**config.mk**
```make
export PLATFORM = sky130hd
export DESIGN_NAME = alu_cmd_sequencer_flat
export DESIGN_NICKNAME = d
export VERILOG_FILES = /design/src/rtl/alu_cmd_sequencer_if.sv /design/src/rtl/alu_cmd_sequencer.sv /design/src/flat_wrapper.sv
export SDC_FILE = /design/constraint.sdc
export NUM_CORES = 1
export LEC_CHECK = 0
export ABC_AREA = 1
export CORE_MARGIN = 5
export CORE_UTILIZATION = 36
export CTS_BUF_LIST = sky130_fd_sc_hd__clkbuf_16
export DETAILED_ROUTE_END_ITERATION = 16
export GPL_TIMING_DRIVEN = 0
export PLACE_DENSITY_LB_ADDON = 0.3
export SETUP_SLACK_MARGIN = 0.2
export SLEW_MARGIN = 10
export SYNTH_ARGS = -nofsm -noshare
export SYNTH_HDL_FRONTEND = slang
export SYNTH_SLANG_ARGS = --single-unit
```
**constraint.sdc**
```tcl
create_clock -name clk -period 5.55 [get_ports clk]
set_input_delay 1.11 -clock clk [delete_from_list [all_inputs] [get_ports clk]]
set_output_delay 1.11 -clock clk [all_outputs]
set_load 0.03 [all_outputs]
```
**src/rtl/alu_cmd_sequencer_if.sv**
```systemverilog
// Command, ALU operand/result and response bundle of alu_cmd_sequencer.
// slave = sequencer view, master = environment view; ALU_STATS_EN adds the counters.
interface alu_cmd_sequencer_if #(
   parameter int WIDTH = 4
);
   logic             cmd_valid;
   logic             cmd_ready;
   logic [WIDTH-1:0] cmd_a;
   logic [WIDTH-1:0] cmd_b;
   logic [1:0]       cmd_sel;
   logic [WIDTH-1:0] alu_a;
   logic [WIDTH-1:0] alu_b;
   logic [1:0]       alu_select;
   logic [WIDTH-1:0] alu_out;
   logic             alu_zero;
   logic             alu_carry;
   logic             alu_sign;
   logic             alu_parity;
   logic             alu_overflow;
   logic             rsp_valid;
   logic             rsp_ready;
   logic [WIDTH-1:0] rsp_out;
   logic [4:0]       rsp_flags;
   logic             rsp_err;
   logic             busy;

`ifdef ALU_STATS_EN
   logic [15:0]      stat_ops;
   logic [15:0]      stat_errs;

   modport slave (
      input  cmd_valid, cmd_a, cmd_b, cmd_sel,
      output cmd_ready,
      output alu_a, alu_b, alu_select,
      input  alu_out, alu_zero, alu_carry, alu_sign, alu_parity, alu_overflow,
      output rsp_valid, rsp_out, rsp_flags, rsp_err,
      input  rsp_ready,
      output busy, stat_ops, stat_errs
   );
   modport master (
      output cmd_valid, cmd_a, cmd_b, cmd_sel,
      input  cmd_ready,
      input  alu_a, alu_b, alu_select,
      output alu_out, alu_zero, alu_carry, alu_sign, alu_parity, alu_overflow,
      input  rsp_valid, rsp_out, rsp_flags, rsp_err,
      output rsp_ready,
      input  busy, stat_ops, stat_errs
   );
`else
   modport slave (
      input  cmd_valid, cmd_a, cmd_b, cmd_sel,
      output cmd_ready,
      output alu_a, alu_b, alu_select,
      input  alu_out, alu_zero, alu_carry, alu_sign, alu_parity, alu_overflow,
      output rsp_valid, rsp_out, rsp_flags, rsp_err,
      input  rsp_ready,
      output busy
   );
   modport master (
      output cmd_valid, cmd_a, cmd_b, cmd_sel,
      input  cmd_ready,
      input  alu_a, alu_b, alu_select,
      output alu_out, alu_zero, alu_carry, alu_sign, alu_parity, alu_overflow,
      input  rsp_valid, rsp_out, rsp_flags, rsp_err,
      output rsp_ready,
      input  busy
   );
`endif
endinterface

```
**src/rtl/alu_cmd_sequencer.sv**
```systemverilog
// Queues ALU commands, issues operands, captures result/flags, traps divide-by-zero; ALU_STATS_EN adds counters.
// Push->rsp_valid SETTLE+2 edges (trap 2), one op per SETTLE+3 cycles; cmd_ready=not full, response held until rsp_ready.
module alu_cmd_sequencer #(
   parameter int WIDTH      = 4,
   parameter int FIFO_DEPTH = 4,
   parameter int SETTLE     = 1
) (
   input  logic               clk,
   input  logic               reset_n,
   alu_cmd_sequencer_if.slave bus
);
   localparam int PTR_W = $clog2(FIFO_DEPTH);
   localparam int CNT_W = (SETTLE > 1) ? $clog2(SETTLE) : 1;
   localparam logic [PTR_W:0] FULL_CNT = (PTR_W+1)'(FIFO_DEPTH);

   localparam logic [1:0] IDLE = 2'd0;
   localparam logic [1:0] WAIT = 2'd1;
   localparam logic [1:0] RESP = 2'd2;

   typedef struct packed {
      logic [WIDTH-1:0] a;
      logic [WIDTH-1:0] b;
      logic [1:0]       sel;
   } cmd_t;

   cmd_t             fifo_q [FIFO_DEPTH];
   logic [PTR_W-1:0] wr_ptr_q, rd_ptr_q;
   logic [PTR_W:0]   count_q, count_d;
   logic [1:0]       state_q, state_d;
   logic             arm_q, arm_d;
   logic [CNT_W-1:0] cnt_q, cnt_d;
   logic [WIDTH-1:0] alu_a_q, alu_a_d, alu_b_q, alu_b_d;
   logic [1:0]       alu_sel_q, alu_sel_d;
   logic             rsp_valid_q, rsp_valid_d, rsp_err_q, rsp_err_d;
   logic [WIDTH-1:0] rsp_out_q, rsp_out_d;
   logic [4:0]       rsp_flags_q, rsp_flags_d;
   logic             push, pop, div_zero;
   cmd_t             head;

   assign bus.cmd_ready = (count_q != FULL_CNT);
   assign push          = bus.cmd_valid & bus.cmd_ready;
   // Dispatch only after the FIFO has been seen non-empty for a full IDLE cycle.
   assign pop           = (state_q == IDLE) & arm_q;
   assign head          = fifo_q[rd_ptr_q];
   assign div_zero      = (head.sel == 2'b11) && (head.b == '0);
   assign arm_d         = (state_q == IDLE) && (count_q != '0) && !pop;

   always_comb begin
      count_d = count_q;
      if (push && !pop)
         count_d = count_q + 1'b1;
      else if (pop && !push)
         count_d = count_q - 1'b1;
   end

   always_comb begin
      state_d     = state_q;
      cnt_d       = cnt_q;
      alu_a_d     = alu_a_q;
      alu_b_d     = alu_b_q;
      alu_sel_d   = alu_sel_q;
      rsp_valid_d = rsp_valid_q;
      rsp_err_d   = rsp_err_q;
      rsp_out_d   = rsp_out_q;
      rsp_flags_d = rsp_flags_q;
      case (state_q)
         IDLE: begin
            if (pop) begin
               if (div_zero) begin
                  rsp_out_d   = '1;
                  rsp_flags_d = '0;
                  rsp_err_d   = 1'b1;
                  rsp_valid_d = 1'b1;
                  state_d     = RESP;
               end else begin
                  alu_a_d   = head.a;
                  alu_b_d   = head.b;
                  alu_sel_d = head.sel;
                  cnt_d     = CNT_W'(SETTLE - 1);
                  state_d   = WAIT;
               end
            end
         end
         WAIT: begin
            if (cnt_q != '0) begin
               cnt_d = cnt_q - 1'b1;
            end else begin
               rsp_out_d   = bus.alu_out;
               rsp_flags_d = {bus.alu_overflow, bus.alu_parity, bus.alu_sign,
                              bus.alu_carry, bus.alu_zero};
               rsp_err_d   = 1'b0;
               rsp_valid_d = 1'b1;
               state_d     = RESP;
            end
         end
         RESP: begin
            if (bus.rsp_ready) begin
               rsp_valid_d = 1'b0;
               state_d     = IDLE;
            end
         end
         default: state_d = IDLE;
      endcase
   end

   always_ff @(posedge clk) begin
      if (push)
         fifo_q[wr_ptr_q] <= {bus.cmd_a, bus.cmd_b, bus.cmd_sel};
   end

   always_ff @(posedge clk or negedge reset_n) begin
      if (!reset_n) begin
         wr_ptr_q    <= '0;
         rd_ptr_q    <= '0;
         count_q     <= '0;
         state_q     <= IDLE;
         arm_q       <= 1'b0;
         cnt_q       <= '0;
         alu_a_q     <= '0;
         alu_b_q     <= '0;
         alu_sel_q   <= '0;
         rsp_valid_q <= 1'b0;
         rsp_err_q   <= 1'b0;
         rsp_out_q   <= '0;
         rsp_flags_q <= '0;
      end else begin
         if (push)
            wr_ptr_q <= wr_ptr_q + 1'b1;
         if (pop)
            rd_ptr_q <= rd_ptr_q + 1'b1;
         count_q     <= count_d;
         state_q     <= state_d;
         arm_q       <= arm_d;
         cnt_q       <= cnt_d;
         alu_a_q     <= alu_a_d;
         alu_b_q     <= alu_b_d;
         alu_sel_q   <= alu_sel_d;
         rsp_valid_q <= rsp_valid_d;
         rsp_err_q   <= rsp_err_d;
         rsp_out_q   <= rsp_out_d;
         rsp_flags_q <= rsp_flags_d;
      end
   end

`ifdef ALU_STATS_EN
   logic [15:0] stat_ops_q, stat_ops_d, stat_errs_q, stat_errs_d;
   logic        rsp_hs;

   assign rsp_hs = rsp_valid_q & bus.rsp_ready;

   always_comb begin
      stat_ops_d  = stat_ops_q;
      stat_errs_d = stat_errs_q;
      if (rsp_hs) begin
         if (stat_ops_q != 16'hFFFF)
            stat_ops_d = stat_ops_q + 16'd1;
         if (rsp_err_q && (stat_errs_q != 16'hFFFF))
            stat_errs_d = stat_errs_q + 16'd1;
      end
   end

   always_ff @(posedge clk or negedge reset_n) begin
      if (!reset_n) begin
         stat_ops_q  <= '0;
         stat_errs_q <= '0;
      end else begin
         stat_ops_q  <= stat_ops_d;
         stat_errs_q <= stat_errs_d;
      end
   end

   assign bus.stat_ops  = stat_ops_q;
   assign bus.stat_errs = stat_errs_q;
`endif

   assign bus.alu_a      = alu_a_q;
   assign bus.alu_b      = alu_b_q;
   assign bus.alu_select = alu_sel_q;
   assign bus.rsp_valid  = rsp_valid_q;
   assign bus.rsp_err    = rsp_err_q;
   assign bus.rsp_out    = rsp_out_q;
   assign bus.rsp_flags  = rsp_flags_q;
   assign bus.busy       = (state_q != IDLE) || (count_q != '0);
endmodule

```
**src/flat_wrapper.sv**
```systemverilog
// flat-port wrapper written by rule: the top's interface ports become plain ports
module alu_cmd_sequencer_flat 
#(
   parameter int WIDTH      = 4,
   parameter int FIFO_DEPTH = 4,
   parameter int SETTLE     = 1
)
  (clk, reset_n, bus_cmd_valid, bus_cmd_a, bus_cmd_b, bus_cmd_sel, bus_cmd_ready, bus_alu_a, bus_alu_b, bus_alu_select, bus_alu_out, bus_alu_zero, bus_alu_carry, bus_alu_sign, bus_alu_parity, bus_alu_overflow, bus_rsp_valid, bus_rsp_out, bus_rsp_flags, bus_rsp_err, bus_rsp_ready, bus_busy);
  alu_cmd_sequencer_if #(.WIDTH(WIDTH)) bus_i ();
  input  logic clk;
  input  logic reset_n;
  input wire logic [$bits(bus_i.cmd_valid)-1:0] bus_cmd_valid;
  input wire logic [$bits(bus_i.cmd_a)-1:0] bus_cmd_a;
  input wire logic [$bits(bus_i.cmd_b)-1:0] bus_cmd_b;
  input wire logic [$bits(bus_i.cmd_sel)-1:0] bus_cmd_sel;
  output wire logic [$bits(bus_i.cmd_ready)-1:0] bus_cmd_ready;
  output wire logic [$bits(bus_i.alu_a)-1:0] bus_alu_a;
  output wire logic [$bits(bus_i.alu_b)-1:0] bus_alu_b;
  output wire logic [$bits(bus_i.alu_select)-1:0] bus_alu_select;
  input wire logic [$bits(bus_i.alu_out)-1:0] bus_alu_out;
  input wire logic [$bits(bus_i.alu_zero)-1:0] bus_alu_zero;
  input wire logic [$bits(bus_i.alu_carry)-1:0] bus_alu_carry;
  input wire logic [$bits(bus_i.alu_sign)-1:0] bus_alu_sign;
  input wire logic [$bits(bus_i.alu_parity)-1:0] bus_alu_parity;
  input wire logic [$bits(bus_i.alu_overflow)-1:0] bus_alu_overflow;
  output wire logic [$bits(bus_i.rsp_valid)-1:0] bus_rsp_valid;
  output wire logic [$bits(bus_i.rsp_out)-1:0] bus_rsp_out;
  output wire logic [$bits(bus_i.rsp_flags)-1:0] bus_rsp_flags;
  output wire logic [$bits(bus_i.rsp_err)-1:0] bus_rsp_err;
  input wire logic [$bits(bus_i.rsp_ready)-1:0] bus_rsp_ready;
  output wire logic [$bits(bus_i.busy)-1:0] bus_busy;
  assign bus_i.cmd_valid = bus_cmd_valid;
  assign bus_i.cmd_a = bus_cmd_a;
  assign bus_i.cmd_b = bus_cmd_b;
  assign bus_i.cmd_sel = bus_cmd_sel;
  assign bus_cmd_ready = bus_i.cmd_ready;
  assign bus_alu_a = bus_i.alu_a;
  assign bus_alu_b = bus_i.alu_b;
  assign bus_alu_select = bus_i.alu_select;
  assign bus_i.alu_out = bus_alu_out;
  assign bus_i.alu_zero = bus_alu_zero;
  assign bus_i.alu_carry = bus_alu_carry;
  assign bus_i.alu_sign = bus_alu_sign;
  assign bus_i.alu_parity = bus_alu_parity;
  assign bus_i.alu_overflow = bus_alu_overflow;
  assign bus_rsp_valid = bus_i.rsp_valid;
  assign bus_rsp_out = bus_i.rsp_out;
  assign bus_rsp_flags = bus_i.rsp_flags;
  assign bus_rsp_err = bus_i.rsp_err;
  assign bus_i.rsp_ready = bus_rsp_ready;
  assign bus_busy = bus_i.busy;
  alu_cmd_sequencer #(.WIDTH(WIDTH), .FIFO_DEPTH(FIFO_DEPTH), .SETTLE(SETTLE)) u_core (.clk(clk), .reset_n(reset_n), .bus(bus_i));
endmodule
```
==> out/metrics.cfg, run 1 <==
[critical_path]
worst-path-stages=3
critical_path.max_stage_delay_ns=0.60
cp_top_family=buffers and inverters
critPathSlowestCell=clkdlybuf4s50_1
cp-end-kind=output pin
worstPathArrival_ns=1.72
path_cells=nor3_1 > nand2_1 > clkdlybuf4s50_1
worst-r2r-cell-count=8
cp_num_buf_inv=1
worstSetupPathType=reg -> out
critPathMaxFanout=4
crit_path_start_kind=flop
required_ns=4.44

[floorplanning]
start_util_pct=36.3
die_w_um=100
io_pins=46
fp.coreArea_um2=8090
die-area_um2=10100
die_h_um=100
rows=33

[place]
routabilityCongestion=0.720
place_hpwl_mm=3.79
place_area_um2=3510
portBuffers=45

[yosys]
synthTopCellsByCount=nand2_1, edfxtp_1, dfrtp_1
synthTopCellsByArea=edfxtp_1, dfrtp_1, nand2_1
ys_ff_latch=71
yosysSeqAreaShare_pct=67.3
synth_edf_count=40
yosysTopAreaCellShare_pct=40.9
synthArstFlopShare_pct=43.7
synth_area_per_cell_um2=10.8
ys_types=26
syn_nets=301
ys_warn_count=0
synth_top_area_cell=edfxtp_1
synth_flop_cell=edfxtp_1
syn_inst=272
synth_area_um2=2940
synth.most_common_cell=nand2_1

[route]
drt_wl_total_mm=5.51
num_vias=1946
antenna_left=0
via_per_inst=4.44
drc=0
drt-pass1-iter-count=6
post_drt_wl_per_cell_um=12.6
detailedRoute.firstIterationViolations=97

[sta]
rsz0062_at_grt=false
fin_crit_ns=2.83
fin_skew_ns=0.00434
setup_viol=0
fmax_mhz=354
final_hold_viol_count=0
drv_slew=0
worst_slew_pin_slew_ns=0.958
slew-limit-headroom_pct=35.9
finalCritPeriodShare_pct=50.9
tns_ns=0
fin_hold_ws_ns=0.468

[global_routing]
grt_pass1_wl_mm=9.08
grt_use_total_pct=12.0
grt_max_degree=32
first_global_vias=1879
overflow=0
antenna_found_initial=0

[cts]
cts_tree=done
clock_insertion_delay_worst_skew_ns=0.33
cts_buffer_depth=2
clock_sinks=71
holdBufCountCts=0
ctsResizeCount=0
htreeDepth=3
root_buffer=clkbuf_16
postCtsSetupRepairBufs=0
clk_pin_slew_worst_paths_ns=0.06
cts_buffers=9

[run]
cap_violations=0

[layout]
final_area_um2=3840
syn_to_final_growth_pct=30.9
diodes=0
seqCellArea_um2=1980
fill_cells=742
drive_gt1_share_pct=11.1
multi_input_area_um2=817
nets=357
postLayoutCoreUtil_pct=47.5

[worst_hold_path]
hold_path_depth=2
min_path_type=reg -> reg

[pwr]
power_density_nw_per_um2=632
p_total_mw=2.43
ir_drop_mv=0.150
leakage_nw=1.65

[status]
status=completed

-- final cells by class --
cell class	count	share of cell area, %
Clock inverter	7	2.74
Inverter	22	2.15
Buffer	7	1.53
Clock buffer	9	5.86
Tap cell	105	3.42
Timing Repair Buffer	45	11.6
Sequential cell	71	51.4
Multi-Input combinational cell	172	21.3
-- cell usage in the layout, fill, tap and decap left out, types with 5 or more instances in the layout --
| cell | count |
|---|---|
| edfxtp_1 | 40 |
| ha_1 | 5 |
| nand3_1 | 16 |
| clkdlybuf4s50_1 | 44 |
| inv_1 | 18 |
| nand2_1 | 94 |
| dfrtp_1 | 31 |
| o21ai_0 | 11 |
| clkbuf_16 | 9 |
| nor2_1 | 20 |
-- power by group --
part           internal, mW  switching [mW]  total [mW]  leakage, nW
combinational         0.373           0.606       0.978        0.753
sequential            0.743          0.0881       0.831        0.739
clock                 0.399           0.220       0.619        0.158
-- sequential cells by signal, summed over array words and instances, names as in the netlist --
| register | flops |
|---|---|
| u_core.arm_q | 1 |
| u_core.rd_ptr_q | 2 |
| u_core.wr_ptr_q | 2 |
| u_core.state_q | 2 |
| u_core.count_q | 3 |
| u_core.bus.rsp_valid | 1 |
| u_core.bus.alu_b | 4 |
| u_core.bus.rsp_out | 4 |
| u_core.bus.rsp_flags | 5 |
| u_core.bus.rsp_err | 1 |
| u_core.bus.alu_select | 2 |
| u_core.bus.alu_a | 4 |
| u_core.fifo_q | 40 |
-- worst register-to-register path, cell delays in order, from the launching register on --
cell and delay [ns]:
dfrtp_1 0.43, nor2_1 0.11, nand2_1 0.08, nand2_1 0.18
inv_1 0.11, ha_1 0.19, inv_1 0.10, fa_1 0.44
mux2_2 0.27
-- final timing paths --
kind,startpoint,end,slack (ns)
worst min-delay path,u_core.bus.rsp_out[3],u_core.bus.rsp_out[3],0.47
min in group asynchronous,reset_n,u_core.bus.rsp_flags[0],0.82
worst max register to register,u_core.count_q[0],u_core.count_q[1],3.53
worst max-delay path,u_core.count_q[0],bus_busy,2.72
worst min register to register,u_core.bus.rsp_out[3],u_core.bus.rsp_out[3],0.47
max in group asynchronous,reset_n,u_core.bus.alu_b[2],4.28
-- metal layers --
layer | vias up | routed length, um | global-route usage (%)
met4 | 0 | 95 | 5.08
met1 | 907 | 2450 | 14.5
met3 | 7 | 295 | 4.59
met5 | - | 0 | 0
met2 | 36 | 2660 | 19.2
li1 | 996 | - | -
-- logic make-up after synthesis --
family / after synthesis / share of synthesized area, %
buffers and inverters: 29 / 4.82
muxes: 1 / 0.384
xor gates and xnor gates: 4 / 1.19
DFF: 71 / 67.3
adders and majority gates: 6 / 2.81
and+or+nand+nor: 140 / 19.7
AOI/OAI and AO/OA: 21 / 3.75
-- through the flow --
step                cells  setup WS [ns]
floorplan             272           3.19
global placement      422           2.61
detailed placement    422           2.59
CTS                   438           2.68
global route          438           2.59
finish                438           2.72
(Power assumes the default switching activity.)
==> run 2, diff against run 1 <==
Clock period 5.55 ns to 2.5 ns, I/O delays scaled along.
==> run 2 against run 1 <==
Effect of this change: clock skew is essentially flat; flip-flop and latch count is the same; total power grew 120%; combinational power grew 120%; clock power grew 120%; routed wire length is essentially flat.
==> out/metrics.cfg, run 2 (same netlist as run 1, synthesis figures left out) <==
[status]
status=completed

[sta]
rsz0062_at_grt=false
finalCritPeriodShare_pct=82.9
final_hold_viol_count=0  ; unchanged
setup_viol=0  ; unchanged
worst_slew_pin_slew_ns=0.958  ; unchanged
fmax_mhz=483
drv_slew=0  ; unchanged
slew-limit-headroom_pct=35.9  ; unchanged
fin_crit_ns=2.07
tns_ns=0  ; unchanged
fin_skew_ns=0.00475  ; +0.000408 ns

[critical_path]
worstSetupPathType=reg -> out
critical_path.max_stage_delay_ns=0.67  ; +0.07 ns
critPathSlowestCell=clkdlybuf4s50_1
cp-end-kind=output pin
worst-r2r-cell-count=8  ; unchanged
crit_path_start_kind=flop
reg2reg_from=u_core.count_q[0]
critPathMaxFanout=4  ; unchanged
cp_num_buf_inv=1  ; unchanged
worst-path-stages=3  ; unchanged
r2r-end=u_core.count_q[1]
cp_top_family=buffers and inverters
path_cells=nor2_1 > nand2_1 > clkdlybuf4s50_1
r2r_slack_ns=0.48  ; -3.05 ns
worstPathArrival_ns=1.57  ; -0.15 ns
required_ns=2.00  ; -2.44 ns

[pwr]
p_total_mw=5.39  ; +120%
ir_drop_mv=0.333  ; +120%
p_sw_mw=2.03  ; +120%
leakage_nw=1.65  ; about the same
power_frac_comb_pct=40.3  ; about the same
power_density_nw_per_um2=1400  ; +120%
intPower_mw=3.36  ; +120%
seqPwrFrac_pct=34.2  ; about the same
pwr-share-clk_pct=25.5  ; about the same
p_sw_share_pct=37.6  ; about the same

[global_routing]
overflow=0  ; unchanged
grt_use_total_pct=12.0  ; unchanged
first_global_vias=1879  ; unchanged
grt_max_degree=32  ; unchanged
antenna_found_initial=0  ; unchanged
grt_pass1_wl_mm=9.08  ; unchanged

[cts]
clk_pin_slew_worst_paths_ns=0.06  ; about the same
root_buffer=clkbuf_16
cts_tree=done
clock_sinks=71  ; unchanged
cts_buffer_depth=2  ; unchanged
cts_buffers=9  ; unchanged
ctsResizeCount=0  ; unchanged
htreeDepth=3  ; unchanged
postCtsSetupRepairBufs=0  ; unchanged
holdBufCountCts=0  ; unchanged
clock_insertion_delay_worst_skew_ns=0.33  ; about the same

[layout]
largest_reg_flops=40  ; unchanged
diodes=0  ; unchanged
fill_cells=741  ; -0.13%
final_common_cell=nand2_1
mostFrequentLayoutCells=nand2_1, clkdlybuf4s50_1, edfxtp_1, dfrtp_1, nor2_1
final_area_um2=3840  ; about the same
top_register=u_core.fifo_q
drive_gt1_share_pct=11.1  ; unchanged
syn_to_final_growth_pct=31.0  ; about the same
nets=357  ; unchanged
postLayoutCoreUtil_pct=47.5  ; about the same

[floorplanning]
rows=33  ; unchanged
die-area_um2=10100  ; unchanged
die_h_um=100  ; unchanged
fp.coreArea_um2=8090  ; unchanged
io_pins=46  ; unchanged
die_w_um=100  ; unchanged
start_util_pct=36.3  ; unchanged

[place]
place_area_um2=3510  ; unchanged
routabilityCongestion=0.720  ; unchanged
place_hpwl_mm=3.79  ; unchanged
portBuffers=45  ; unchanged

[route]
via_per_inst=4.44  ; unchanged
num_vias=1946  ; unchanged
detailedRoute.firstIterationViolations=94  ; -3.1%
antenna_left=0  ; unchanged
post_drt_wl_per_cell_um=12.6  ; about the same
drc=0  ; unchanged
drt_wl_total_mm=5.51  ; about the same
drt-pass1-iter-count=6  ; unchanged

[worst_hold_path]
min_path_type=in -> async

[run]
cap_violations=0  ; unchanged

## run 2: layout make-up
cell class | count | area, um2 | area share, %
multi-input combinational | 172 | 817 | 21.2
clock buffer | 9 | 225 | 5.86
inverter | 22 | 82.6 | 2.15
sequential | 71 | 1980 | 51.4
clock inverter | 7 | 105 | 2.73
timing repair buffer | 45 | 448 | 11.6
buffer | 7 | 58.8 | 1.53
tap | 105 | 131 | 3.42
## run 2: power groups by stage
stage	combinational (mW)	sequential (mW)	clock, mW
floorplan	1.13	2.17	0
global placement	2.16	1.86	0
detailed placement	2.19	1.87	0
CTS	2.20	1.85	1.41
global route	2.42	1.89	1.47
finish	2.17	1.85	1.38
## run 2: routing by layer
metal,share of wire (%),wire (um),track usage (%),vias up
li1,-,-,-,996
met1,45,2450,14.5,907
met2,48,2670,19.2,36
met3,5.4,295,4.59,7
met4,1.7,95,5.08,0
met5,0,0,0,-
## run 2: how the worst max path moves through the flow
| stage | slack (ns) | to | startpoint |
|---|---|---|---|
| floorplan | 0.46 | u_core.count_q[1] | u_core.count_q[0] |
| global placement | 0.17 | u_core.fifo_q[0][5] | bus_cmd_valid |
| detailed placement | 0.15 | u_core.count_q[2] | bus_cmd_valid |
| CTS | 0.24 | bus_busy | u_core.count_q[0] |
| global route | 0.32 | bus_cmd_ready | u_core.count_q[0] |
| finish | 0.43 | bus_cmd_ready | u_core.count_q[0] |
## run 2: stage by stage
| stage | std cells | setup WS (ns) | hold WS, ns |
|---|---|---|---|
| 5_1_grt | 438 | 0.322 | 0.265 |
| 2_1_floorplan | 272 | 0.459 | 0.204 |
| 3_3_place_gp | 422 | 0.171 | 0.453 |
| 4_1_cts | 438 | 0.237 | 0.225 |
| 3_5_place_dp | 422 | 0.148 | 0.457 |
| 6_report | 438 | 0.428 | 0.213 |
## run 2: worst reg2reg max path, cell delays in order (launching register included)
cell,delay (ns)
dfrtp_1,0.43
nor2_1,0.11
nand2_1,0.08
nand2_1,0.18
inv_1,0.11
ha_1,0.19
inv_1,0.10
fa_1,0.44
mux2_2,0.27
==> run 3, diff against run 2 <==
Clock period 2.5 ns to 1.8 ns, I/O delays scaled along.
==> run 3 against run 2 <==
Effect of this change: die area is the same; highest routed layer unchanged; flip-flop and latch count is the same; largest cell class unchanged; critical endpoint is now u_core.count_q[1]; cell count grew 5.7%; clock power grew 36%.
==> out/metrics.cfg, run 3 (same netlist as run 1, synthesis figures left out) <==
[layout]
nets=382  ; +7.0%
drive_gt1_share_pct=37.7  ; +27 points
final_area_um2=4390  ; +14%
fill_cells=717  ; -3.2%
syn_to_final_growth_pct=49.6
final_common_cell=nand2_1
mostFrequentLayoutCells=nand2_1, edfxtp_1, nand2_2, dfrtp_1, dlygate4sd2_1
largest_reg_flops=40  ; unchanged
diodes=0  ; unchanged
top_register=u_core.fifo_q
postLayoutCoreUtil_pct=54.3  ; +6.7 points

[route]
num_vias=2139  ; +9.9%
drt-pass1-iter-count=4  ; -2
post_drt_wl_per_cell_um=13.7  ; +8.8%
antenna_left=0  ; unchanged
detailedRoute.firstIterationViolations=67  ; -29%
via_per_inst=4.62  ; +4.0%
drc=0  ; unchanged
drt_wl_total_mm=6.34  ; +15%

[status]
status=completed

[run]
cap_violations=0  ; unchanged

[sta]
fmax_mhz=557
finalCritPeriodShare_pct=99.8
final_hold_viol_count=0  ; unchanged
slew-limit-headroom_pct=53.8  ; +18 points
setup_viol=0  ; unchanged
fin_skew_ns=0.00548  ; +0.000726 ns
rsz0062_at_grt=true
fin_crit_ns=1.80
drv_slew=0  ; unchanged
worst_slew_pin_slew_ns=0.693  ; -0.265 ns
tns_ns=0  ; unchanged

[global_routing]
grt_pass1_wl_mm=10.0  ; +11%
first_global_vias=2083  ; +11%
grt_use_total_pct=13.1  ; +1.1 points
grt_max_degree=32  ; unchanged
antenna_found_initial=0  ; unchanged
overflow=0  ; unchanged

[critical_path]
critPathMaxFanout=5  ; +1
cp-end-kind=flop
required_ns=2.01  ; about the same
worstPathArrival_ns=2.01  ; +0.44 ns
worstSetupPathType=reg -> reg
crit_path_start_kind=flop

[pwr]
power_density_nw_per_um2=1960  ; +39%
leakage_nw=1.90  ; +15%
ir_drop_mv=0.698  ; +110%

[floorplanning]
die-area_um2=10100  ; unchanged
start_util_pct=36.3  ; unchanged
io_pins=46  ; unchanged
die_w_um=100  ; unchanged
rows=33  ; unchanged
fp.coreArea_um2=8090  ; unchanged
die_h_um=100  ; unchanged

[cts]
root_buffer=clkbuf_16
clk_pin_slew_worst_paths_ns=0.06  ; about the same
htreeDepth=3  ; unchanged
cts_buffers=9  ; unchanged
holdBufCountCts=0  ; unchanged
cts_tree=done
clock_sinks=71  ; unchanged
cts_buffer_depth=2  ; unchanged
clock_insertion_delay_worst_skew_ns=0.33  ; about the same

[place]
portBuffers=45  ; unchanged
routabilityCongestion=0.722  ; +0.24%
place_hpwl_mm=3.80  ; +0.24%
place_area_um2=3520  ; +0.36%

[worst_hold_path]
min_path_type=in -> async

run 3: cell type report:
cell class / instances / area, um2 / area share (%)
plain buffers: 7 / 75.1 / 1.71
clock buffers: 9 / 225 / 5.13
clock inverters: 7 / 97.6 / 2.22
inverters: 22 / 92.6 / 2.11
multi-input cells: 172 / 1130 / 25.7
flip-flops and latches: 71 / 1980 / 45.1
well taps: 105 / 131 / 2.99
repair buffers: 70 / 662 / 15.1
run 3: worst max-delay path, cell delays in order, from the launching register on:
cell and delay, ns:
dfrtp_1 0.42, nor2_2 0.21, nand2_2 0.12, ha_4 0.18, inv_4 0.05, fa_2 0.41
mux2_2 0.28
run 3: final timing paths:
path	end	slack, ns	cells past startpoint	start
setup / recovery	u_core.count_q[1]	0.003	6	u_core.state_q[1]
hold / removal	u_core.bus.rsp_out[0]	0.07	1	reset_n
setup reg to reg	u_core.count_q[1]	0.003	6	u_core.state_q[1]
hold reg to reg	u_core.bus.rsp_err	0.47	2	u_core.bus.rsp_err
max in group asynchronous	u_core.count_q[0]	1.25	1	reset_n
min in group clk	u_core.bus.rsp_err	0.47	2	u_core.bus.rsp_err
run 3: metal layers:
layer,track usage (%),vias up,routed length (um)
met5,0,-,0
met4,6.22,0,137
met3,3.89,14,355
met2,22.0,47,3220
met1,15.2,1028,2620
li1,-,1050,-
run 3: timing repair:
item | 4_1_cts | 5_1_grt
resized for setup | 73 | 65
gates cloned | 2 | 1
pin swaps | 11 | 23
endpoints found under the setup margin | 88 | 41
setup buffers | 14 | 8
run 3: per-stage QoR:
step | instances | worst slack (ns) | hold slack [ns] | total power [mW]
6_report | 463 | 0.00331 | 0.0674 | 8.59
3_3_place_gp | 422 | -0.343 | 0.453 | 5.59
2_1_floorplan | 272 | -0.0675 | 0.0644 | 4.61
3_5_place_dp | 422 | -0.309 | 0.446 | 5.65
4_1_cts | 454 | -0.0168 | 0.0959 | 7.88
5_1_grt | 463 | -0.0542 | 0.147 | 9.11
run 3: where the power goes:
group / switching (mW) / leakage, nW / internal [mW]
combinational: 2.42 / 1.01 / 1.67
clock: 0.663 / 0.153 / 1.21
sequential: 0.324 / 0.737 / 2.30
total: 3.41 / 1.90 / 5.18
